==> src/rtl/iobus_pkg.sv <==
// Shared IOBUS definitions: peripheral addresses, UART transmitter state type
// and the bit layout of the UART status word.
package iobus_pkg;

  // Peripheral addresses on the MCU IOBUS
  localparam logic [31:0] SWITCHES_AD  = 32'h1100_0000;
  localparam logic [31:0] LEDS_AD      = 32'h1108_0000;
  localparam logic [31:0] SSEG_AD      = 32'h110C_0000;
  localparam logic [31:0] CLKCNT_AD    = 32'h1110_0000;
  localparam logic [31:0] UART_DATA_AD = 32'h1180_0000;
  localparam logic [31:0] UART_STAT_AD = 32'h1180_0004;

  typedef enum logic [1:0] {
    IDLE  = 2'd0,
    START = 2'd1,
    DATA  = 2'd2,
    STOP  = 2'd3
  } uart_tx_state_t;

  // UART status word layout
  localparam int STAT_BUSY_BIT  = 0;
  localparam int STAT_FULL_BIT  = 1;
  localparam int STAT_OVF_BIT   = 2;
  localparam int STAT_EMPTY_BIT = 3;
  localparam int STAT_COUNT_LSB = 8;

endpackage

==> src/rtl/sync_fifo.sv <==
// Single-clock FIFO with occupancy count. A push into a full FIFO is accepted
// only when a pop happens in the same cycle; pops of an empty FIFO are ignored.
// DEPTH must be a power of two so the pointers wrap naturally.
module sync_fifo #(
  parameter int WIDTH = 8,
  parameter int DEPTH = 8
) (
  input  logic                           clk,
  input  logic                           rst,
  input  logic                           push,
  input  logic                           pop,
  input  logic [WIDTH-1:0]               din,
  output logic [WIDTH-1:0]               dout,
  output logic [$clog2(DEPTH+1)-1:0]     count,
  output logic                           full,
  output logic                           empty
);

  localparam int PTR_W = (DEPTH > 1) ? $clog2(DEPTH) : 1;
  localparam int CNT_W = $clog2(DEPTH + 1);

  logic [WIDTH-1:0] mem_q [DEPTH];
  logic [PTR_W-1:0] wr_ptr_q, wr_ptr_d;
  logic [PTR_W-1:0] rd_ptr_q, rd_ptr_d;
  logic [CNT_W-1:0] count_q, count_d;
  logic             do_push, do_pop;

  assign full    = (count_q == CNT_W'(DEPTH));
  assign empty   = (count_q == '0);
  assign count   = count_q;
  assign dout    = mem_q[rd_ptr_q];
  assign do_pop  = pop && !empty;
  assign do_push = push && (!full || do_pop);

  // Pointer and occupancy update; push+pop together leaves count unchanged
  always_comb begin
    wr_ptr_d = wr_ptr_q;
    rd_ptr_d = rd_ptr_q;
    count_d  = count_q;
    if (do_push) wr_ptr_d = wr_ptr_q + PTR_W'(1);
    if (do_pop)  rd_ptr_d = rd_ptr_q + PTR_W'(1);
    case ({do_push, do_pop})
      2'b10:   count_d = count_q + CNT_W'(1);
      2'b01:   count_d = count_q - CNT_W'(1);
      default: count_d = count_q;
    endcase
  end

  // Control registers
  always_ff @(posedge clk) begin
    if (rst) begin
      wr_ptr_q <= '0;
      rd_ptr_q <= '0;
      count_q  <= '0;
    end else begin
      wr_ptr_q <= wr_ptr_d;
      rd_ptr_q <= rd_ptr_d;
      count_q  <= count_d;
    end
  end

  // Storage array; contents need no reset since count gates visibility
  always_ff @(posedge clk) begin
    if (do_push) mem_q[wr_ptr_q] <= din;
  end

endmodule

==> src/rtl/iobus_uart_tx.sv <==
// IOBUS-mapped 8N1 UART transmitter with byte FIFO and readable status word.
//
// state | meaning
// ------+-------------------------------------------------------------
// IDLE  | line high, waiting for a byte in the FIFO
// START | start bit (line low) for DIV cycles
// DATA  | data bits LSB first, DIV cycles each, bit_idx selects 0..7
// STOP  | stop bit (line high); chains straight into START if data waits
module iobus_uart_tx
  import iobus_pkg::*;
#(
  parameter int          CLK_HZ     = 50_000_000,
  parameter int          BAUD       = 115_200,
  parameter int          FIFO_DEPTH = 8,
  parameter logic [31:0] DATA_AD    = UART_DATA_AD,
  parameter logic [31:0] STAT_AD    = UART_STAT_AD
) (
  input  logic        CLK,
  input  logic        RESET,
  input  logic [31:0] IOBUS_ADDR,
  input  logic [31:0] IOBUS_OUT,
  input  logic        IOBUS_WR,
  output logic [31:0] RD_DATA,
  output logic        TX
);

  localparam int DIV    = CLK_HZ / BAUD;
  localparam int CNT_W  = (DIV > 1) ? $clog2(DIV) : 1;
  localparam int FCNT_W = $clog2(FIFO_DEPTH + 1);
  localparam logic [CNT_W-1:0] BIT_RELOAD = CNT_W'(DIV - 1);

  uart_tx_state_t    state_q, state_d;
  logic [CNT_W-1:0]  baud_q, baud_d;
  logic [2:0]        bit_idx_q, bit_idx_d;
  logic [7:0]        shift_q, shift_d;
  logic              tx_q, tx_d;
  logic              ovf_q, ovf_d;

  logic              wr_data_hit, wr_stat_hit, push_ok;
  logic              fifo_pop, fifo_full, fifo_empty;
  logic [7:0]        fifo_dout;
  logic [FCNT_W-1:0] fifo_count;
  logic              bit_end;
  logic              unused_iobus_out;

  assign wr_data_hit = IOBUS_WR && (IOBUS_ADDR == DATA_AD);
  assign wr_stat_hit = IOBUS_WR && (IOBUS_ADDR == STAT_AD);
  // A full FIFO still takes the byte when the FSM drains one in the same cycle
  assign push_ok     = wr_data_hit && (!fifo_full || fifo_pop);
  assign bit_end     = (baud_q == '0);
  assign unused_iobus_out = ^IOBUS_OUT[31:8];

  sync_fifo #(
    .WIDTH (8),
    .DEPTH (FIFO_DEPTH)
  ) u_fifo (
    .clk   (CLK),
    .rst   (RESET),
    .push  (push_ok),
    .pop   (fifo_pop),
    .din   (IOBUS_OUT[7:0]),
    .dout  (fifo_dout),
    .count (fifo_count),
    .full  (fifo_full),
    .empty (fifo_empty)
  );

  // Frame sequencing: baud down-counter reloads at each bit boundary
  always_comb begin
    state_d   = state_q;
    baud_d    = baud_q;
    bit_idx_d = bit_idx_q;
    shift_d   = shift_q;
    fifo_pop  = 1'b0;
    case (state_q)
      IDLE: begin
        if (!fifo_empty) begin
          fifo_pop = 1'b1;
          shift_d  = fifo_dout;
          baud_d   = BIT_RELOAD;
          state_d  = START;
        end
      end
      START: begin
        if (bit_end) begin
          bit_idx_d = 3'd0;
          baud_d    = BIT_RELOAD;
          state_d   = DATA;
        end else begin
          baud_d = baud_q - CNT_W'(1);
        end
      end
      DATA: begin
        if (bit_end) begin
          shift_d = {1'b0, shift_q[7:1]};
          baud_d  = BIT_RELOAD;
          if (bit_idx_q == 3'd7) state_d = STOP;
          else                   bit_idx_d = bit_idx_q + 3'd1;
        end else begin
          baud_d = baud_q - CNT_W'(1);
        end
      end
      STOP: begin
        if (bit_end) begin
          if (!fifo_empty) begin
            fifo_pop = 1'b1;
            shift_d  = fifo_dout;
            baud_d   = BIT_RELOAD;
            state_d  = START;
          end else begin
            state_d = IDLE;
          end
        end else begin
          baud_d = baud_q - CNT_W'(1);
        end
      end
      default: state_d = IDLE;
    endcase

    // TX is registered from the next state so the line is glitch-free
    case (state_d)
      START:   tx_d = 1'b0;
      DATA:    tx_d = shift_d[0];
      default: tx_d = 1'b1;
    endcase
  end

  // Sticky overflow flag: set on a dropped byte, cleared by status write bit 2
  always_comb begin
    ovf_d = ovf_q;
    if (wr_stat_hit && IOBUS_OUT[STAT_OVF_BIT]) ovf_d = 1'b0;
    if (wr_data_hit && !push_ok)                ovf_d = 1'b1;
  end

  // Transmitter registers
  always_ff @(posedge CLK) begin
    if (RESET) begin
      state_q   <= IDLE;
      baud_q    <= '0;
      bit_idx_q <= 3'd0;
      shift_q   <= 8'd0;
      tx_q      <= 1'b1;
      ovf_q     <= 1'b0;
    end else begin
      state_q   <= state_d;
      baud_q    <= baud_d;
      bit_idx_q <= bit_idx_d;
      shift_q   <= shift_d;
      tx_q      <= tx_d;
      ovf_q     <= ovf_d;
    end
  end

  // Status read port, zero unless the status address is presented
  always_comb begin
    RD_DATA = '0;
    if (IOBUS_ADDR == STAT_AD) begin
      RD_DATA[STAT_BUSY_BIT]            = (state_q != IDLE);
      RD_DATA[STAT_FULL_BIT]            = fifo_full;
      RD_DATA[STAT_OVF_BIT]             = ovf_q;
      RD_DATA[STAT_EMPTY_BIT]           = fifo_empty;
      RD_DATA[STAT_COUNT_LSB +: 8]      = 8'(fifo_count);
    end
  end

  assign TX = tx_q;

endmodule

==> config.mk <==
export PLATFORM = sky130hd
export DESIGN_NAME = iobus_uart_tx
export DESIGN_NICKNAME = d
export VERILOG_FILES = /design/src/rtl/iobus_pkg.sv /design/src/rtl/sync_fifo.sv /design/src/rtl/iobus_uart_tx.sv
export SDC_FILE = /design/constraint.sdc
export NUM_CORES = 1
export LEC_CHECK = 0
export BUFFER_PORTS_ARGS = -buffer_cell sky130_fd_sc_hd__buf_2
export CAP_MARGIN = 20
export CORE_MARGIN = 3
export CORE_UTILIZATION = 55
export DETAILED_ROUTE_END_ITERATION = 16
export PLACE_DENSITY = 0.8
export SYNTH_ARGS = -nofsm -noshare
export SYNTH_HDL_FRONTEND = slang
export SYNTH_SLANG_ARGS = --single-unit
==> constraint.sdc <==
create_clock -name CLK -period 7.1 [get_ports CLK]
set_input_delay 2.13 -clock CLK [delete_from_list [all_inputs] [get_ports CLK]]
set_output_delay 2.13 -clock CLK [all_outputs]
set_load 0.05 [all_outputs]
==> impl_results.md, run 1 <==
* Outcome: finished clean
* NumNets Final at about 530
* CTS Buf Count at 9
* Vias after detailed routing at roughly 3,200
* Fraction of layout cells with a size suffix above 1 at a little under a quarter
* Largest net degree at the start of global routing at 32
* Grt total ovfl at 0
* Hold depth at 2
* Post-synth cell types at 50
* Setup Skew at ~0.022 ns
* Drt drc at 0
* Effective utilization at floorplan at between 50% and 60%
* Startpoint types: primary input
* DR top layer: met4
* Setup_tns at 0 ns
* CP max stage cell: nor2_1
* Met1 wire length at ~3.8 mm
* Final setup vio count at 0
* Post-CTS setup buffers at 0
* Worst Setup Path Type: primary input to primary output
* DIE AREA at about 0.0099 mm^2
* Worst r2r src: baud_q[0]
* Internal power at 786 uW
* Worst Hold Launch: bit_idx_q[0]
* Power Density at 203 mW/mm^2
* Critical Path End Type: primary output
* Yosys reg bits at 101
* Sequential share of the synthesized area at a little under three fifths
* HP Class: flop to flop
* H-tree Lvls at 3
* Hold Buf Count CTS at 0
* Core box area at between 0.008 and 0.009 mm^2
* Total Routing Usage GR at about a fifth
* Total clock sinks at between 100 and 150
* Number of synthesized flops with an enable pin at 64
* Root Buffer: clkbuf_8
* Total power at about 1100 uW
* Delay-heaviest family, CP: simple AND/OR/NAND/NOR gates
* Max clock buf depth at 2
* FFs w/ async S/R, synth at 0%
* Maxcap violations at 0
* Rows at 33
* Clock slew at reported path FFs at about 0.09 ns
* Worst path bufs/invs at 2
* DRT Wirelength at approximately 9.2 mm
* Avg Cell Area, Syn at 12.1 um^2
* Initial antenna violation count at 0
* N_diodes at 0
* Routability congestion estimate from global placement at 0.808
* Critical-path cell list: buf_2, nor4bb_1, nand4_1, nor2_1, nand2_1, nor2_1, buf_2
* Max Freq at approximately 170 MHz
* Routed WL per cell at about 17 um
* CP Depth at 7
* CTS tree: built
* Fin crit share at 83.2%
* Post-DR vias/cell at 5.71
* Final Hold Vio Count at 0
* Area Overhead vs Synth at 9.60%
* Worst-path fanout max at 10
* Hpwl dp at between 6 and 7 mm
* Synth warn at 0
* Worst path arrival time at 3.78 ns
* Least-Margin Pin Slew at ~1.0 ns
* Minimum clock period after layout at 5.91 ns
* I/O Pins at 100
* Predominant post-synthesis flop cell: edfxtp_1
* PortBufs at 51
* CP startpoint: IOBUS_ADDR[25]
* CP max stage delay at roughly 0.47 ns
* Switching share of total power at 26.8%
* Initial DRC Count at between 100 and 150
* Routed Antenna Nets at 0
* Met2 WL at between 4 and 5 mm
* Leakage power total at roughly 0.0019 uW
* Die height at ~100 um
* Post-cts sizing count at 0
* Headroom to the max-slew limit at ~33%
* Met3 WL post-DR at approximately 320 um
* Global-route wire length before repair at approximately 15 mm
* Die X at between 90 and 100 um
* Final Max Tran Viols at 0
* Seq pwr share at between 50% and 60%
* Post-Syn Area at between 0.004 and 0.005 mm^2
* Clock latency on the worst-skew pair at about 0.38 ns
* Syn Inst Count at 397
* Vias in the first global route at roughly 3,200
* DRT Pass-1 Iters at 4
* WP data required at 4.97 ns
* Number of cells on the worst reg-to-reg path at 13
* Sw Pwr at ~290 uW
* Logic pwr share at between 7 and 8%
* Peak supply drop at approximately 0.00014 V
* Unrepaired setup endpoints after global routing: no
* Clock Power Share at 33.9%
[sequential cells by signal, indices dropped and copies added (netlist names), 2 cells and up, named ones only]
name	cells
state_q	2
u_fifo.count	4
u_fifo.mem_q	64
shift_q	8
u_fifo.wr_ptr_q	3
u_fifo.rd_ptr_q	3
baud_q	9
bit_idx_q	3
[cell families (layout without fill, tap and decap cells)]
family,count (synthesis),count (layout),share of synthesized area [%]
compound gates,72,72,9.16
xor+xnor,10,10,1.82
fa+ha+maj,14,14,3.63
buf+inv,52,81,6.18
flops,101,101,55.2
mux,28,28,9.99
other cells,1,24,0.0778
simple gates,119,119,13.9
[path summary, 6_finish.rpt]
| check | end | slack [ns] |
|---|---|---|
| max | RD_DATA[3] | 1.19 |
| min | bit_idx_q[0] | 0.49 |
| max reg2reg | u_fifo.count[2] | 3.74 |
| min reg2reg | bit_idx_q[0] | 0.49 |
[layer usage]
layer	global-route usage [%]	vias up
li1	-	1540
met4	4.94	0
met1	23.2	1558
met2	36.1	59
met5	0	-
met3	3.51	9
[tightest hold or removal path: cells and delay by family (launching register included)]
kind / cells / cell delay (ns)
AOI/OAI and AO/OA: 1 / 0.05
DFF: 1 / 0.34
and+or+nand+nor: 1 / 0.06
[cell usage in the layout (no fill, tap or decap), types with 3 or more instances in the layout]
cell,instances
mux4_2,16
nor2b_1,4
a21oi_1,25
a22oi_1,9
nor4b_2,3
and3_1,7
nor3_1,9
buf_4,6
xnor2_1,3
nor4_1,8
ha_1,14
clkbuf_8,9
nand3b_1,5
inv_8,3
dfxtp_1,37
mux2i_1,11
xor2_1,7
nor2_1,47
a31oi_1,3
o22ai_1,4
edfxtp_1,64
o21ai_0,19
nand2_1,13
buf_2,51
conb_1,24
inv_1,8
nand4_1,4
[power groups by stage]
stage | sequential, uW | combinational [uW] | clock, uW
3_3_place_gp | 639 | 81.1 | 0
3_5_place_dp | 639 | 83.0 | 0
4_1_cts | 626 | 83.2 | 374
5_1_grt | 626 | 91.9 | 398
2_1_floorplan | 641 | 68.2 | 0
6_report | 626 | 84.1 | 364
[metrics by stage]
step | hold WS, ns | worst slack (ns) | utilization (%) | cell area, um^2 | instances
CTS | 0.497 | 1.24 | 62.9 | 5270 | 552
global route | 0.519 | 1.01 | 63.0 | 5280 | 554
detailed placement | 0.487 | 1.25 | 60.4 | 5060 | 536
finish | 0.493 | 1.19 | 63.0 | 5280 | 554
floorplan | 0.449 | 1.30 | - | 4910 | 420
global placement | 0.468 | 1.31 | 60.4 | 5060 | 536
[synthesized netlist by cell type, types with 3 or more instances]
master	number	share of area [%]
nor4_1	8	1.0
xnor2_1	3	0.55
buf_2	4	0.42
mux2i_1	11	2.3
dfxtp_1	37	15
nand4_1	4	0.52
nand3b_1	5	0.78
xor2_1	7	1.3
nor2b_1	4	0.52
inv_1	8	0.62
ha_1	14	3.6
a22oi_1	9	1.4
clkbuf_1	13	1.0
buf_4	26	4.0
o21ai_0	19	2.0
nand2_1	13	1.0
o22ai_1	4	0.52
a31oi_1	3	0.39
a21oi_1	25	2.6
mux4_2	16	7.5
and3_1	7	0.91
nor2_1	47	3.7
nor4b_2	3	0.93
nor3_1	9	0.93
edfxtp_1	64	40
[final cells by class]
| cell class | instances | area (um^2) |
|---|---|---|
| well taps | 105 | 131 |
| fillers | 653 | 3100 |
| multi-input cells | 267 | 1950 |
| inverters | 8 | 30.0 |
| clock inverters | 7 | 83.8 |
| flip-flops and latches | 101 | 2660 |
| clock buffers | 9 | 124 |
| repair buffers | 57 | 300 |
Note: power is estimated with default switching activity, not from simulation.
==> run 2, diff against run 1 <==
--- a/config.mk
+++ b/config.mk
@@ -5,12 +5,13 @@
 export SDC_FILE = /design/constraint.sdc
 export NUM_CORES = 1
 export LEC_CHECK = 0
+export ABC_AREA = 1
 export BUFFER_PORTS_ARGS = -buffer_cell sky130_fd_sc_hd__buf_2
 export CAP_MARGIN = 20
 export CORE_MARGIN = 3
-export CORE_UTILIZATION = 55
+export CORE_UTILIZATION = 50
 export DETAILED_ROUTE_END_ITERATION = 16
-export PLACE_DENSITY = 0.8
+export PLACE_DENSITY = 0.76
 export SYNTH_ARGS = -nofsm -noshare
 export SYNTH_HDL_FRONTEND = slang
 export SYNTH_SLANG_ARGS = --single-unit
==> constraint.sdc (replaced) <==
create_clock -name CLK -period 5.3 [get_ports CLK]
set_input_delay 1.59 -clock CLK [delete_from_list [all_inputs] [get_ports CLK]]
set_output_delay 1.59 -clock CLK [all_outputs]
set_load 0.05 [all_outputs]
==> run 2 against run 1 <==
Utilization decreased by 5.9 points. Die area is 18% higher. Hold slack got worse by 0.025 ns. Non-clock buffer count shrank 6. Clock-buffer cell count stayed put. Routed wire length grew 16%.
==> impl_results.md, run 2 <==
* Sequential share of the synthesized area at approximately half
* Initial antenna violation count at 0
* DRT Pass-1 Iters at 7
* Fraction of layout cells with a size suffix above 1 at 15.2%
* FFs w/ async S/R, synth at 0%
* HP Class: flop to flop
* Post-synth top cells: nand2_1, nor2_1, edfxtp_1
* I/O Pins at 100
* Post-synth cell types at 38
* DIE AREA at between 0.01 and 0.015 mm^2
* Routed WL per cell at 13.5 um
* Clock Power Share at about a fifth
* H-tree Lvls at 3
* Post-Syn Area at ~0.0052 mm^2
* Die X at 108 um
* DRT Wirelength at between 10 and 15 mm
* Switching share of total power at between 40% and 50%
* Vias after detailed routing at around 4,100
* CTS Buf Count at 9
* Seq pwr share at 39.4%
* N_diodes at 0
* NumNets Final at 734
* Die height at 108 um
* Hold Buf Count CTS at 0
* Largest regs: u_fifo.mem_q (64), baud_q (9), shift_q (8)
* Biggest area consumer among synthesized cells: edfxtp_1
* Sw Pwr at between 1000 and 1500 uW
* Initial DRC Count at ~310
* CP max stage cell: buf_2
* Total clock sinks at roughly 100
* Most flops, register: u_fifo.mem_q
* Routed Antenna Nets at 0
* Peak supply drop at approximately 0.00023 V
* Fin crit share at 86.2%
* Worst path arrival time at between 2 and 3 ns
* Avg Cell Area, Syn at 8.57 um^2
* Rows at 36
* Final Max Tran Viols at 0
* Synth warn at 0
* Logic pwr share at 40.0%
* Top post-synthesis cells by area: edfxtp_1, dfxtp_1, nand2_1
* Final hold slack at ~0.47 ns
* Critical-path cell list: buf_2, nor2_1, nand3_1, nor2_1, nand2_1, inv_1, nand4_1, nor4_1, buf_2
* Yosys reg bits at about 100
* Most common cell after layout, fill and taps aside: nand2_1
* Clock latency on the worst-skew pair at about 0.39 ns
* Leakage power total at 0.00238 uW
* Worst path bufs/invs at 3
* Startpoint types: primary input
* Least-Margin Pin Slew at 1.07 ns
* Number of synthesized flops with an enable pin at 64
* Minimum clock period after layout at ~4.6 ns
* Maxcap violations at 0
* WP data required at ~3.7 ns
* Max reg flops at between 60 and 70
* CP max stage delay at around 0.31 ns
* Total Routing Usage GR at between 10% and 20%
* Post-DR vias/cell at ~5.2
* Delay-heaviest family, CP: simple AND/OR/NAND/NOR gates
* Core box area at 0.00995 mm^2
* Grt total ovfl at 0
* Predominant post-synthesis flop cell: edfxtp_1
* Area Overhead vs Synth at 9.05%
* Final setup vio count at 0
* Clock slew at reported path FFs at around 0.11 ns
* Largest net degree at the start of global routing at 34
* Max Freq at 219 MHz
* Global-route wire length before repair at roughly 18 mm
* Most common cell in the netlist: nand2_1
* Vias in the first global route at 3,702
* Post-layout util at 57.1%
* Layout filler cell count at ~870
* Most frequent cells in the layout: nand2_1, nor2_1, edfxtp_1
* Final Hold Vio Count at 0
* Area share of the largest cell type after synthesis at a little under two fifths
* Dpl cells at 775
* Syn Inst Count at around 600
* Post-CTS setup buffers at 0
* Outcome: finished clean
* Setup_tns at 0 ns
* Power Density at about 440 mW/mm^2
* Unrepaired setup endpoints after global routing: no
* Worst Setup Path Type: primary input to primary output
* Headroom to the max-slew limit at 28.8%
* Routability congestion estimate from global placement at 0.802
* Internal power at roughly 1400 uW
* Drt drc at 0
* Post-Layout Cell Count at around 790
* Critical Path End Type: primary output
* Worst-path fanout max at 9
* Effective utilization at floorplan at a little over half
* CTS tree: built
* PortBufs at 51
* Root Buffer: clkbuf_8
* Post-cts sizing count at 0
* Hpwl dp at approximately 7.2 mm
* Max clock buf depth at 2
* Setup Skew at 0.0101 ns
[run 2: logic make-up (layout without fill, tap and decap cells)]
group                    count (synthesis)  after routing  share of synthesized area, %
adder cells (fa/ha/maj)                 14             14                          3.36
other                                    1             24                        0.0719
XOR/XNOR                                 6              6                          1.01
buffers and inverters                  101            128                          9.36
flip-flops                             101            101                          51.1
AO/OA/AOI/OAI                           84             84                          8.93
AND/OR/NAND/NOR                        301            301                          26.2
[run 2: through the flow]
stage	area, um^2	worst slack, ns	power (uW)
detailed placement	5460	0.705	2000
finish	5680	0.734	2520
floorplan	5300	0.0277	1800
global route	5680	0.456	2700
global placement	5460	0.771	1960
CTS	5680	0.700	2510
[run 2: power by group through the flow]
stage / clock, uW / combinational (uW) / sequential, uW
after floorplan: 0 / 823 / 977
after global routing: 564 / 1130 / 1000
after CTS: 525 / 998 / 991
final: 520 / 1010 / 992
after global placement: 0 / 953 / 1000
after detailed placement: 0 / 988 / 1010
[run 2: final cells by class]
type                       instances  area (um^2)  area share [%]
timing repair buffer              51          255            4.49
clock buffer                       9          124            2.18
clock inverter                     7         96.3            1.69
multi-input combinational        429         2150            37.8
inverter                          61          231            4.07
sequential                       101         2660            46.8
tap                              133          166            2.93
[run 2: final timing paths]
| path | slack (ns) | cells past startpoint | end | start |
|---|---|---|---|---|
| setup / recovery | 0.73 | 9 | RD_DATA[1] | IOBUS_ADDR[31] |
| hold / removal | 0.47 | 2 | flop | u_fifo.rd_ptr_q[2] |
| setup reg to reg | 2.31 | 21 | u_fifo.count[2] | baud_q[0] |
| hold reg to reg | 0.47 | 2 | flop | u_fifo.rd_ptr_q[2] |
[run 2: worst reg2reg max path: cells and delay by family, from the launching register on]
kind	cells	cell delay, ns
xor gates and xnor gates	1	0.18
adders and majority gates	3	0.60
buffers and inverters	5	0.34
AOI/OAI and AO/OA	2	0.23
DFF	1	0.33
and+or+nand+nor	10	1.22
[run 2: layer usage]
| layer | vias up | routed length [um] | share of wire, % | GRT usage (%) |
|---|---|---|---|---|
| met2 | 144 | 5380 | 50 | 33.0 |
| li1 | 2059 | - | - | - |
| met1 | 1918 | 4460 | 42 | 23.8 |
| met5 | - | 0 | 0 | 0 |
| met3 | 12 | 701 | 6.6 | 4.84 |
| met4 | 0 | 125 | 1.2 | 5.23 |
==> run 3, diff against run 2 <==
==> constraint.sdc (replaced) <==
create_clock -name CLK -period 5.3 [get_ports CLK]
set_input_delay 0 -clock CLK [delete_from_list [all_inputs] [get_ports CLK]]
set_output_delay 0 -clock CLK [all_outputs]
set_load 0.01 [all_outputs]
==> run 3 against run 2 <==
Clock power about the same. Total power shrank 2.1%. Clock-buffer cell count is the same. Critical path type is now flop to flop. Critical endpoint is now u_fifo.count[3]. Largest power group is now sequential cells.
==> impl_results.md, run 3 (same netlist as run 2, synthesis figures left out) <==
* Max reg flops at 64
* DRT Wirelength at 10.5 mm
* Vias after detailed routing at 4,041
* WP data required at approximately 5.6 ns
* Post-layout util at 58.1%
* PnR worst setup slack at 2.34 ns
* Largest net degree at the start of global routing at 34
* Most flops, register: u_fifo.mem_q
* Routed WL per cell at 13.1 um
* Fraction of layout cells with a size suffix above 1 at ~15%
* Headroom to the max-slew limit at roughly 27%
* Largest regs: u_fifo.mem_q (64), baud_q (9), shift_q (8)
* Worst Setup Path Type: flop to flop
* Worst-path fanout max at 8
* Post-Layout Cell Count at 800
* Final Hold Vio Count at 0
* NumNets Final at ~740
* Routed Antenna Nets at 0
* Clock latency on the worst-skew pair at 0.38 ns
* Maxcap violations at 0
* Rows at 36
* Final Max Tran Viols at 0
* Worst r2r src: baud_q[0]
* Die height at roughly 110 um
* Final setup vio count at 0
* H-tree Lvls at 3
* Most frequent cells in the layout: nand2_1, nor2_1, edfxtp_1
* Outcome: finished clean
* Peak supply drop at roughly 0.00024 V
* Post-DR vias/cell at between 5 and 6
* Power Density at about 430 mW/mm^2
* Worst Hold Launch: IOBUS_ADDR[5]
* DP Worst Slack at around 2.4 ns
* Most common cell after layout, fill and taps aside: nand2_1
* Die X at 108 um
* CTS Buf Count at 9
* Max clock buf depth at 2
* Total clock sinks at 101
* Effective utilization at floorplan at 52.4%
* Setup Skew at 0.0170 ns
* Setup_tns at 0 ns
* Root Buffer: clkbuf_8
* Drt drc at 0
* CP startpoint: baud_q[0]
* Critical Path End Type: flop
* Unrepaired setup endpoints after global routing: no
* Total Routing Usage GR at a little under a fifth
* I/O Pins at 100
* Minimum clock period after layout at 2.96 ns
* Grt total ovfl at 0
* Leakage power total at ~0.0024 uW
* N_diodes at 0
* HP Class: primary input to flop
* CTS tree: built
* DRT Pass-1 Iters at 4
* Global-route wire length before repair at 16.7 mm
* Startpoint types: flop
* Hpwl dp at 7.03 mm
* Initial antenna violation count at 0
* Vias in the first global route at approximately 3,700
* DIE AREA at 0.0117 mm^2
* Fin crit share at a little under three fifths
* PortBufs at 51
* Routability congestion estimate from global placement at 0.809
* Area Overhead vs Synth at 10.9%
* Initial DRC Count at roughly 190
* Dpl cells at about 780
* Clock slew at reported path FFs at 0.12 ns
* Internal reg-to-reg setup slack at ~2.3 ns
* Least-Margin Pin Slew at approximately 1.1 ns
* R2r endpoint: u_fifo.count[3]
* Crit path capture: u_fifo.count[3]
* Number of cells on the worst reg-to-reg path at 21
* Max Freq at roughly 340 MHz
* Total power at between 2000 and 2500 uW
* Core box area at about 0.01 mm^2
* Worst path arrival time at approximately 3.2 ns
-- run 3: cell count changes in the layout (fill, tap and decap cells not counted), sizes merged --
cell / change
inv: -2
clkinv: +2
dlygate4sd3: +9
-- run 3: report_power, final --
group          switching [uW]  internal [uW]  total (uW)  leakage (uW)
Clock                     322            199         521      0.000112
Combinational             633            320         953       0.00143
Sequential               88.1            904         992      0.000877
-- run 3: worst min-delay path by stage --
stage	endpoint	cells past startpoint
floorplan	u_fifo.mem_q[0][0]	0
detailed placement	u_fifo.mem_q[5][4]	1
global placement	u_fifo.mem_q[6][4]	1
CTS	u_fifo.wr_ptr_q[2]	6
global route	u_fifo.wr_ptr_q[1]	6
finish	u_fifo.wr_ptr_q[2]	6
-- run 3: metrics by stage --
step | hold slack (ns) | cell area (um^2)
after detailed placement | 0.265 | 5460
after global routing | 0.0802 | 5780
after floorplan | 0.0989 | 5300
final | 0.0675 | 5780
after global placement | 0.257 | 5460
after CTS | 0.0452 | 5780
-- run 3: per-layer routing --
| metal | wire length, um | vias to the layer above | GRT usage [%] | share of wire (%) |
|---|---|---|---|---|
| met1 | 4570 | 1852 | 22.0 | 44 |
| li1 | - | 2076 | - | - |
| met5 | 0 | - | 0 | 0 |
| met4 | 96 | 0 | 4.87 | 0.92 |
| met3 | 560 | 8 | 3.70 | 5.3 |
| met2 | 5250 | 105 | 32.6 | 50 |
-- run 3: repair_timing --
item                                   4_1_cts  5_1_grt
gates resized for setup                      0        0
setup endpoints to repair                    0        0
endpoints found under the hold margin       65        0
setup buffers                                0        0
hold buffers                                 9        0
-- run 3: area by class of cell --
class	count	area [um^2]
inverter	61	231
clock buffer	9	124
timing repair buffer	60	345
tap	133	166
multi-input combinational	429	2150
clock inverter	7	104
fill	874	4170
sequential	101	2660
-- run 3: critical path, cell delays in order (launching register included) --
cell     delay (ns)
dfxtp_1        0.33
inv_1          0.13
ha_1           0.19
inv_1          0.04
nor2_1         0.10
nand2_2        0.10
nor2_8         0.17
nand3_4        0.09
nand2_4        0.13
nand2_4        0.09
nand3_4        0.09
and2_4         0.17
inv_1          0.06
ha_1           0.22
nand2_1        0.11
inv_1          0.05
nor2_1         0.16
nand2_1        0.09
o21ai_0        0.19
nand3_1        0.12
o21ai_0        0.17
a21oi_1        0.06
